--- src/rtl/fft_pkg.sv ---
// Shared definitions for the butterfly bundle serializer.
//   - default WIDTH / DEPTH / OFFSET
//   - FSM state type of the serializer
//   - idx_map(): counter -> buffer index for the selected output order
package fft_pkg;

    localparam int WIDTH_DEF  = 9;
    localparam int DEPTH_DEF  = 16;
    localparam int OFFSET_DEF = 8;

    typedef enum logic {
        EMPTY = 1'b0,
        SEND  = 1'b1
    } state_t;

    // order 0: natural; order 1: butterfly pairs (k, k+OFFSET) back to back,
    // so even counts walk the lower half and odd counts the upper half.
    function automatic int idx_map(input int order, input int offset, input int k);
        if (order == 0) begin
            return k;
        end
        return ((k % 2) == 0) ? (k / 2) : (offset + k / 2);
    endfunction

endpackage

--- src/rtl/fft_round_sat.sv ---
// Scales one butterfly component by 1/2 with round-half-up, then saturates.
//   x : WIDTH+1 bit signed butterfly output
//   y : WIDTH bit signed scaled sample
module fft_round_sat
    import fft_pkg::*;
#(
    parameter int WIDTH = WIDTH_DEF
) (
    input  logic signed [WIDTH:0]   x,
    output logic signed [WIDTH-1:0] y
);

    localparam logic signed [WIDTH:0] MAXV = {2'b00, {(WIDTH-1){1'b1}}};
    localparam logic signed [WIDTH:0] MINV = {2'b11, {(WIDTH-1){1'b0}}};

    function automatic logic signed [WIDTH-1:0] round_sat(input logic signed [WIDTH:0] v);
        logic signed [WIDTH+1:0] sum;
        logic signed [WIDTH:0]   half;
        // One guard bit so +1 cannot wrap at the positive full-scale input.
        sum  = {v[WIDTH], v} + {{(WIDTH+1){1'b0}}, 1'b1};
        half = sum[WIDTH+1:1];
        if (half > MAXV) begin
            return MAXV[WIDTH-1:0];
        end else if (half < MINV) begin
            return MINV[WIDTH-1:0];
        end
        return half[WIDTH-1:0];
    endfunction

    assign y = round_sat(x);

endmodule

--- src/rtl/bf2i_bundle_serializer.sv ---
// Captures a DEPTH-sample butterfly bundle (real + imaginary) in one transfer
// and streams it out one scaled sample per output handshake.
//   clk, rst_n         : clock, synchronous active-low reset
//   en                 : global enable, 0 freezes everything
//   in_valid/in_ready  : bundle handshake on din_R/din_Q (WIDTH+1 bits each)
//   out_valid/out_ready: sample handshake on dout_R/dout_Q (WIDTH bits each)
//   out_idx            : bundle index of the presented sample
//   out_last           : presented sample is the last of its bundle
module bf2i_bundle_serializer
    import fft_pkg::*;
#(
    parameter int WIDTH  = WIDTH_DEF,
    parameter int DEPTH  = DEPTH_DEF,
    parameter int OFFSET = OFFSET_DEF,
    parameter int ORDER  = 0
) (
    input  logic                       clk,
    input  logic                       rst_n,
    input  logic                       en,
    input  logic                       in_valid,
    output logic                       in_ready,
    input  logic signed [WIDTH:0]      din_R [DEPTH],
    input  logic signed [WIDTH:0]      din_Q [DEPTH],
    output logic                       out_valid,
    input  logic                       out_ready,
    output logic signed [WIDTH-1:0]    dout_R,
    output logic signed [WIDTH-1:0]    dout_Q,
    output logic [$clog2(DEPTH)-1:0]   out_idx,
    output logic                       out_last
);

    localparam int             IW       = $clog2(DEPTH);
    localparam logic [IW-1:0]  LAST_CNT = IW'(DEPTH - 1);

    state_t                 state, state_nxt;
    logic [IW-1:0]          cnt, cnt_nxt, idx_nxt;
    logic signed [WIDTH:0]  buf_r [DEPTH];
    logic signed [WIDTH:0]  buf_q [DEPTH];
    logic signed [WIDTH:0]  sel_r, sel_q;
    logic signed [WIDTH-1:0] sc_r, sc_q;
    logic                   in_xfer, out_xfer;

    // A new bundle is only taken when the buffer is free or is being freed
    // by the last-sample transfer in this very cycle (no bubble between bundles).
    assign in_ready = en & ((state == EMPTY) | ((state == SEND) & out_last & out_ready));
    assign in_xfer  = in_valid & in_ready;
    assign out_xfer = out_valid & out_ready & en;

    always_ff @(posedge clk) begin
        if (!rst_n) begin
            state <= EMPTY;
        end else begin
            state <= state_nxt;
        end
    end

    always_comb begin
        state_nxt = state;
        case (state)
            EMPTY:   if (in_xfer) state_nxt = SEND;
            SEND:    if (out_xfer && out_last && !in_xfer) state_nxt = EMPTY;
            default: state_nxt = EMPTY;
        endcase
    end

    // Select the sample that will be presented after this edge. On capture it
    // comes straight from din so the first sample is valid one cycle later.
    always_comb begin
        cnt_nxt = in_xfer ? '0 : cnt + 1'b1;
        idx_nxt = IW'(idx_map(ORDER, OFFSET, int'(cnt_nxt)));
        sel_r   = in_xfer ? din_R[idx_nxt] : buf_r[idx_nxt];
        sel_q   = in_xfer ? din_Q[idx_nxt] : buf_q[idx_nxt];
    end

    fft_round_sat #(.WIDTH(WIDTH)) u_rs_r (.x(sel_r), .y(sc_r));
    fft_round_sat #(.WIDTH(WIDTH)) u_rs_q (.x(sel_q), .y(sc_q));

    // Bundle buffer: data only, never reset.
    always_ff @(posedge clk) begin
        if (in_xfer) begin
            buf_r <= din_R;
            buf_q <= din_Q;
        end
    end

    // Registered output stage.
    always_ff @(posedge clk) begin
        if (!rst_n) begin
            cnt       <= '0;
            out_valid <= 1'b0;
            out_last  <= 1'b0;
            out_idx   <= '0;
            dout_R    <= '0;
            dout_Q    <= '0;
        end else if (in_xfer || (out_xfer && !out_last)) begin
            cnt       <= cnt_nxt;
            out_valid <= 1'b1;
            out_last  <= (cnt_nxt == LAST_CNT);
            out_idx   <= idx_nxt;
            dout_R    <= sc_r;
            dout_Q    <= sc_q;
        end else if (out_xfer) begin
            cnt       <= '0;
            out_valid <= 1'b0;
            out_last  <= 1'b0;
        end
    end

endmodule

--- config.mk ---
export PLATFORM = sky130hd
export DESIGN_NAME = bf2i_bundle_serializer
export DESIGN_NICKNAME = d
export VERILOG_FILES = /design/src/rtl/fft_pkg.sv /design/src/rtl/fft_round_sat.sv /design/src/rtl/bf2i_bundle_serializer.sv
export SDC_FILE = /design/constraint.sdc
export NUM_CORES = 1
export LEC_CHECK = 0
export ABC_AREA = 1
export CAP_MARGIN = 5
export CORE_MARGIN = 4
export CORE_UTILIZATION = 50
export DETAILED_ROUTE_END_ITERATION = 8
export GPL_TIMING_DRIVEN = 0
export MAX_ROUTING_LAYER = met4
export PLACE_DENSITY = 0.8
export SLEW_MARGIN = 10
export SYNTH_ARGS = -nofsm -noshare
export SYNTH_HDL_FRONTEND = slang
export SYNTH_SLANG_ARGS = --single-unit
--- constraint.sdc ---
create_clock -name clk -period 15.65 [get_ports clk]
set_clock_uncertainty 0.05 [all_clocks]
set_input_delay 1.565 -clock clk [delete_from_list [all_inputs] [get_ports clk]]
set_output_delay 1.565 -clock clk [all_outputs]
set_load 0.03 [all_outputs]
# Word level (Yosys, flattened, before mapping)
# Cells that the tools add are included.
# op_classes
magnitude_cmp,5
mux,33
n_div,0
bitwise,9
n_mul,0
shifts,0
reduce_logical,7
addsub,3
eq_ne,1
# op_table
cell,count
$bmux W10 S4,4
$mux W10,10
$mux W9,6
$add A10 B2 Y11 const B,2
$gt A10 B9 Y1 const B,2
$lt A10 B9 Y1 const B,2
$mux W4,3
$mux W1,9
$and A1 B1 Y1,6
$ge A5 B5 Y1 const B,1
$not A4 Y5,1
$add A4 B1 Y4 const B,1
$eq A4 B4 Y1 const B,1
$logic_and A1 B1 Y1,3
$logic_not A1 Y1,2
$pmux W1 S2,1
$reduce_bool A2 Y1,1
$logic_or A1 B1 Y1,1
$not A1 Y1,1
$or A1 B1 Y1,1
# totals
memories,0
ram_bits,0
romBits,0
latchBits,0
word_cells,97
inputBits,325
reg_bits,349

# Depth between registers and ports, before layout
# depth
ltp_word,16
depth_mapped,23
depth_no_buf,22

# Hierarchy
# Synthesis repeated with hierarchy kept, for this count alone.
# unflattened
hier_cells,1508
area_unflattened_um2,15514.9
# modules_own_cells
module,area_per_inst_um2,seq_area_each_um2,instances,cells_per_inst
bf2i_bundle_serializer,14896.8,10189.8,1,1394
fft_round_sat,309.0,0.0,2,57

# Worst setup path before layout
# No wires, ideal clock.
# synth_timing
path_type,in2reg
startpoint,in out_ready
endpoint,reg dout_Q[0]
stages,16
path_buffers,1
t_arrival_ns,12.515
path_slack_ns,3.021
setup_time_ns,0.064
path_cell_list,nand2_1 nand2_2 nand3_4 inv_2 clkbuf_1 nand2_1 nand2_2 ha_1 nand2_1 nor2_2 nand3_1 nand2_1 nor2_2 nor2_1 nor2_1 nor2_1
# synth_via
elab_chain_len,15
# synth_lines
element,line,rtl
start: declaration,bf2i_bundle_serializer.sv:25,"input logic out_ready,"
$and A1 B1 Y1 (*),bf2i_bundle_serializer.sv:45,assign in_ready = en & ((state == EMPTY) | ((state == SEND) & out_last & out_ready));
$or A1 B1 Y1 (*),bf2i_bundle_serializer.sv:45,
$and A1 B1 Y1 (*),bf2i_bundle_serializer.sv:45,
$and A1 B1 Y1 (*),bf2i_bundle_serializer.sv:46,assign in_xfer = in_valid & in_ready;
net in_xfer,bf2i_bundle_serializer.sv:41,"logic in_xfer, out_xfer;"
$mux W4,bf2i_bundle_serializer.sv:69,cnt_nxt = in_xfer ? '0 : cnt + 1'b1;
$not A4 Y5 (not written as such),bf2i_bundle_serializer.sv:72,sel_q = in_xfer ? din_Q[idx_nxt] : buf_q[idx_nxt];
$bmux W10 S4,bf2i_bundle_serializer.sv:72,
$mux W10 (not written as such) (2 in series),bf2i_bundle_serializer.sv:72,
$mux W10,bf2i_bundle_serializer.sv:72,
$add A10 B2 Y11,fft_round_sat.sv:20,"sum = {v[WIDTH], v} + {{(WIDTH+1){1'b0}}, 1'b1};"
$lt A10 B9 Y1,fft_round_sat.sv:24,end else if (half < MINV) begin
$mux W1,fft_round_sat.sv:24,
$mux W1,fft_round_sat.sv:22,if (half > MAXV) begin
$mux W9,fft_round_sat.sv:27,return half[WIDTH-1:0];
end signal: assignment,bf2i_bundle_serializer.sv:101,dout_Q <= sc_q;
end: declaration,bf2i_bundle_serializer.sv:27,"output logic signed [WIDTH-1:0] dout_Q,"
# The timed path passes the listed nets; every way through them passes the cells marked *. The select of a mux whose other input is x is not followed.
# A chain may end at the register's enable or synchronous reset.

# Worst setup path in the final report
# layout_timing
startpoint,in out_ready
endpoint,reg dout_Q[3]
# The elaborated chain is that of the path after synthesis.

==> run_results.csv <==
group,metric,value,unit
detailed_routing,wl_per_cell,22.4,microns
synth,synth_area,14800,sq um
setup_path,path_class,"input port to flop",
setup_path,cp_max_fo,58,
detailed_routing,routed_wl,48600,microns
synth,synth_top_area_share,64.8,%
floorplanning,rows,62,
clocking,cts.htree.levels,2,
setup_path,critPathMaxStageDelay,0.50,ns
global_route,grt_pass1_wl,70600,microns
synth,synth_ff_type,"edfxtp_1",
detailed_routing,wl_met2,24000,microns
finish,post_layout_nonfiller_instances,2165,
detailed_routing,highest_layer,"met4",
placement,dpl.hpwl,35200,microns
setup_path,arrival,5.58,ns
finish,final_common_cell,"nand2_1",
synth,ys_warn_count,0,
outcome,status,"finished clean",
synth,netlist_top_cells_area,"edfxtp_1 65%, nand2_1 12%, nand3_1 7.7%",
clocking,clock-root-buffer,"clkbuf_16",
setup_path,crit_buf_inv,7,
floorplanning,die_height,180,microns
timing,fin_ws,10.47,ns
synth,synth_area_per_cell,10.9,sq um
clocking,cts_resized,0,
setup_path,cp_top_family,"buffers and inverters",
clocking,cts.sinks,349,
timing,setup_violations,0,
finish,drive_gt1_share,8.56,%
synth,yosysSeqAreaShare,68.7,%
global_route,grt_pass1_vias,12200,
global_route,grt_usage,29.4,%
synth,syn_inst,1359,
floorplanning,core-area,29000,sq um
setup_path,r2r_cells,20,
global_route,grt_start_max_net_pins,66,
detailed_routing,drt_first_pass_iters,7,
setup_path,r2r_slack,11.63,ns
setup_path,cp_cell_sequence,"clkdlybuf4s50_1 > nand2_1 > nand2_2 > nand3_4 > inv_2 > clkbuf_4 > buf_16 > buf_16 > buf_12 > buf_12 > nand2_1 > nand2_2 > ha_1 > nand2_1 > nor2_2 > nand4_1 > nand2_1 > nand2_2 > nand2_2 > nor2_1 > nor2_1",
detailed_routing,drt.antenna.violating_nets,0,
finish,final_cell_mix,"469 x nand2_1, 348 x clkdlybuf4s50_1, 320 x edfxtp_1, 228 x nand3_1, 69 x a21oi_1",
floorplanning,die_w,180,microns
synth,async_reset_ff_share,0,%
min_path,hp-class,"flop to flop",
detailed_routing,vias,12000,
timing,rsz0062_at_grt,"false",
timing,slew_violations,0,
finish,multi_input_area,4050,sq um
timing,timing.final.crit_share,33.1,%
power,p_per_area,110,nW/um^2
timing,finalCriticalPeriod,5.18,ns
setup_path,reg2reg_from,"out_last",
floorplanning,dieArea,32500,sq um
clocking,numCtsBuffers,37,
clocking,clock_latency,0.52,ns
min_path,worstHoldEndpoint,"out_idx[1]",
synth,synth-seq-cells,349,
timing,max_slew_margin,43.6,%
power,ir_drop,0.0968,mV
detailed_routing,dr_wl_met3,3880,microns
min_path,hp-start,"out_idx[1]",
setup_path,endpoint_kind,"flop",
synth,yosysTopAreaCell,"edfxtp_1",
clocking,cts_tree,"built",
clocking,path_clk_slew,0.06,ns
clocking,cts.path.max_buffers,3,
clocking,cts_hold_buf,0,
setup_path,cp.required,16.05,ns
detailed_routing,viasPerCell,5.56,
timing,max_freq,0.193,GHz
placement,numPortBuffers,348,
finish,n_fill_cell,2077,
placement,place_ws,9.98,ns
finish,ff_latch_area,10200,sq um
floorplanning,io_pins,350,
placement,dp_cells,2097,
detailed_routing,drt_iter0_markers,1206,
power,power,2220,uW
setup_path,worst-path-stages,21,
min_path,hold_path_depth,2,
synth,synth_cell_types,36,
run,cap_violations,0,
global_route,antenna_found_initial,5,
detailed_routing,post-route-drc-count,0,
timing,hold_viol_final,0,
finish,area_delta_synth_final,35.8,%
power,power.leakage,0.00766,uW
timing,tightestPinTransition,0.847,ns
placement,place.gp.congestion,0.864,
detailed_routing,wirelength_met1,18600,microns
clocking,postCtsSetupRepairBufs,0,
finish,nNetsFinal,2080,
synth,syn_nets,1687,
floorplanning,initial_core_util,51.1,%
synth,synth_edf_count,320,
setup_path,crit_slowest_cell,"clkdlybuf4s50_1",
setup_path,rr_endpoint,"dout_Q[3]",
setup_path,startpoint_type,"input port",
global_route,overflow,0,
==> sequential cells by signal (all words and copies together), names as in the netlist <==
name	count
dout_Q	9
buf_r	160
state	1
cnt	4
dout_R	9
out_last	1
out_idx	4
out_valid	1
buf_q	160
==> metal layers <==
layer  vias to the layer above  track usage (%)
li1                       5484                -
met3                       120             4.36
met1                      5707             36.8
met5                         -                -
met4                         0             11.6
met2                       719             48.6
==> worst register-to-register path, stage by stage (launching register included) <==
cell and delay [ns]:
dfxtp_1 0.39, nand2_1 0.08, nand2_2 0.08, nand3_4 0.12
inv_2 0.24, clkbuf_4 0.38, buf_16 0.31, buf_16 0.34
buf_12 0.33, buf_12 0.31, nand2_1 0.11, nand2_2 0.15
ha_1 0.19, nand2_1 0.10, nor2_2 0.19, nand4_1 0.13
nand2_1 0.10, nand2_2 0.08, nand2_2 0.10, nor2_1 0.08
nor2_1 0.09
==> cells in the mapped netlist (2+ instances only) <==
library cell and instances:
clkbuf_1 17, nor2_4 4, nand3_2 4, nand2_4 3, xnor2_1 4, a21oi_1 69, nand2_2 12, buf_1 4
ha_1 3, nand4_1 6, nand2_1 469, nor2_2 7, inv_2 9, o21ai_0 19, xor2_1 5, nor3_1 2
nor2_1 52, buf_6 8, dfxtp_1 29, buf_4 17, buf_2 22, edfxtp_1 320, nand3_1 228, inv_1 34
==> through the flow <==
| stage | hold WS [ns] | area [sq um] | utilization (%) | setup TNS (ns) |
|---|---|---|---|---|
| floorplan | 0.401 | 14800 | - | 0 |
| global placement | 0.412 | 18800 | 64.8 | -13.37 |
| detailed placement | 0.412 | 18900 | 65.3 | 0 |
| CTS | 0.421 | 20100 | 69.4 | 0 |
| global route | 0.447 | 20100 | 69.4 | 0 |
| finish | 0.431 | 20100 | 69.4 | 0 |
==> cells by family after synthesis <==
logic type | share of synthesized area [%]
flip-flops | 68.7
adder cells (fa/ha/maj) | 0.253
AO/OA/AOI/OAI | 3.22
buffers and inverters | 3.96
XOR/XNOR | 0.641
AND/OR/NAND/NOR | 23.2
==> power by group <==
part | switching (uW) | internal, uW
Clock | 356 | 513
Combinational | 145 | 128
Sequential | 13.4 | 1070
==> area by class of cell <==
| type | count | share of cell area (%) |
|---|---|---|
| diodes | 5 | 0.0621 |
| well taps | 384 | 2.39 |
| flip-flops and latches | 349 | 50.6 |
| plain buffers | 69 | 2.11 |
| multi-input cells | 897 | 20.1 |
| inverters | 44 | 0.820 |
| clock inverters | 15 | 0.777 |
| repair buffers | 354 | 18.0 |
| clock buffers | 48 | 5.11 |
==> worst max-delay path by stage <==
stage / startpoint / endpoint / slack [ns]
floorplan: out_ready / dout_Q[0] / 3.02
global placement: out_ready / dout_Q[5] / -0.99
detailed placement: out_ready / dout_Q[3] / 9.98
CTS: out_ready / dout_Q[3] / 10.50
global route: out_ready / dout_Q[5] / 10.19
finish: out_ready / dout_Q[3] / 10.47
No activity file was read; power rests on OpenSTA's default activity.
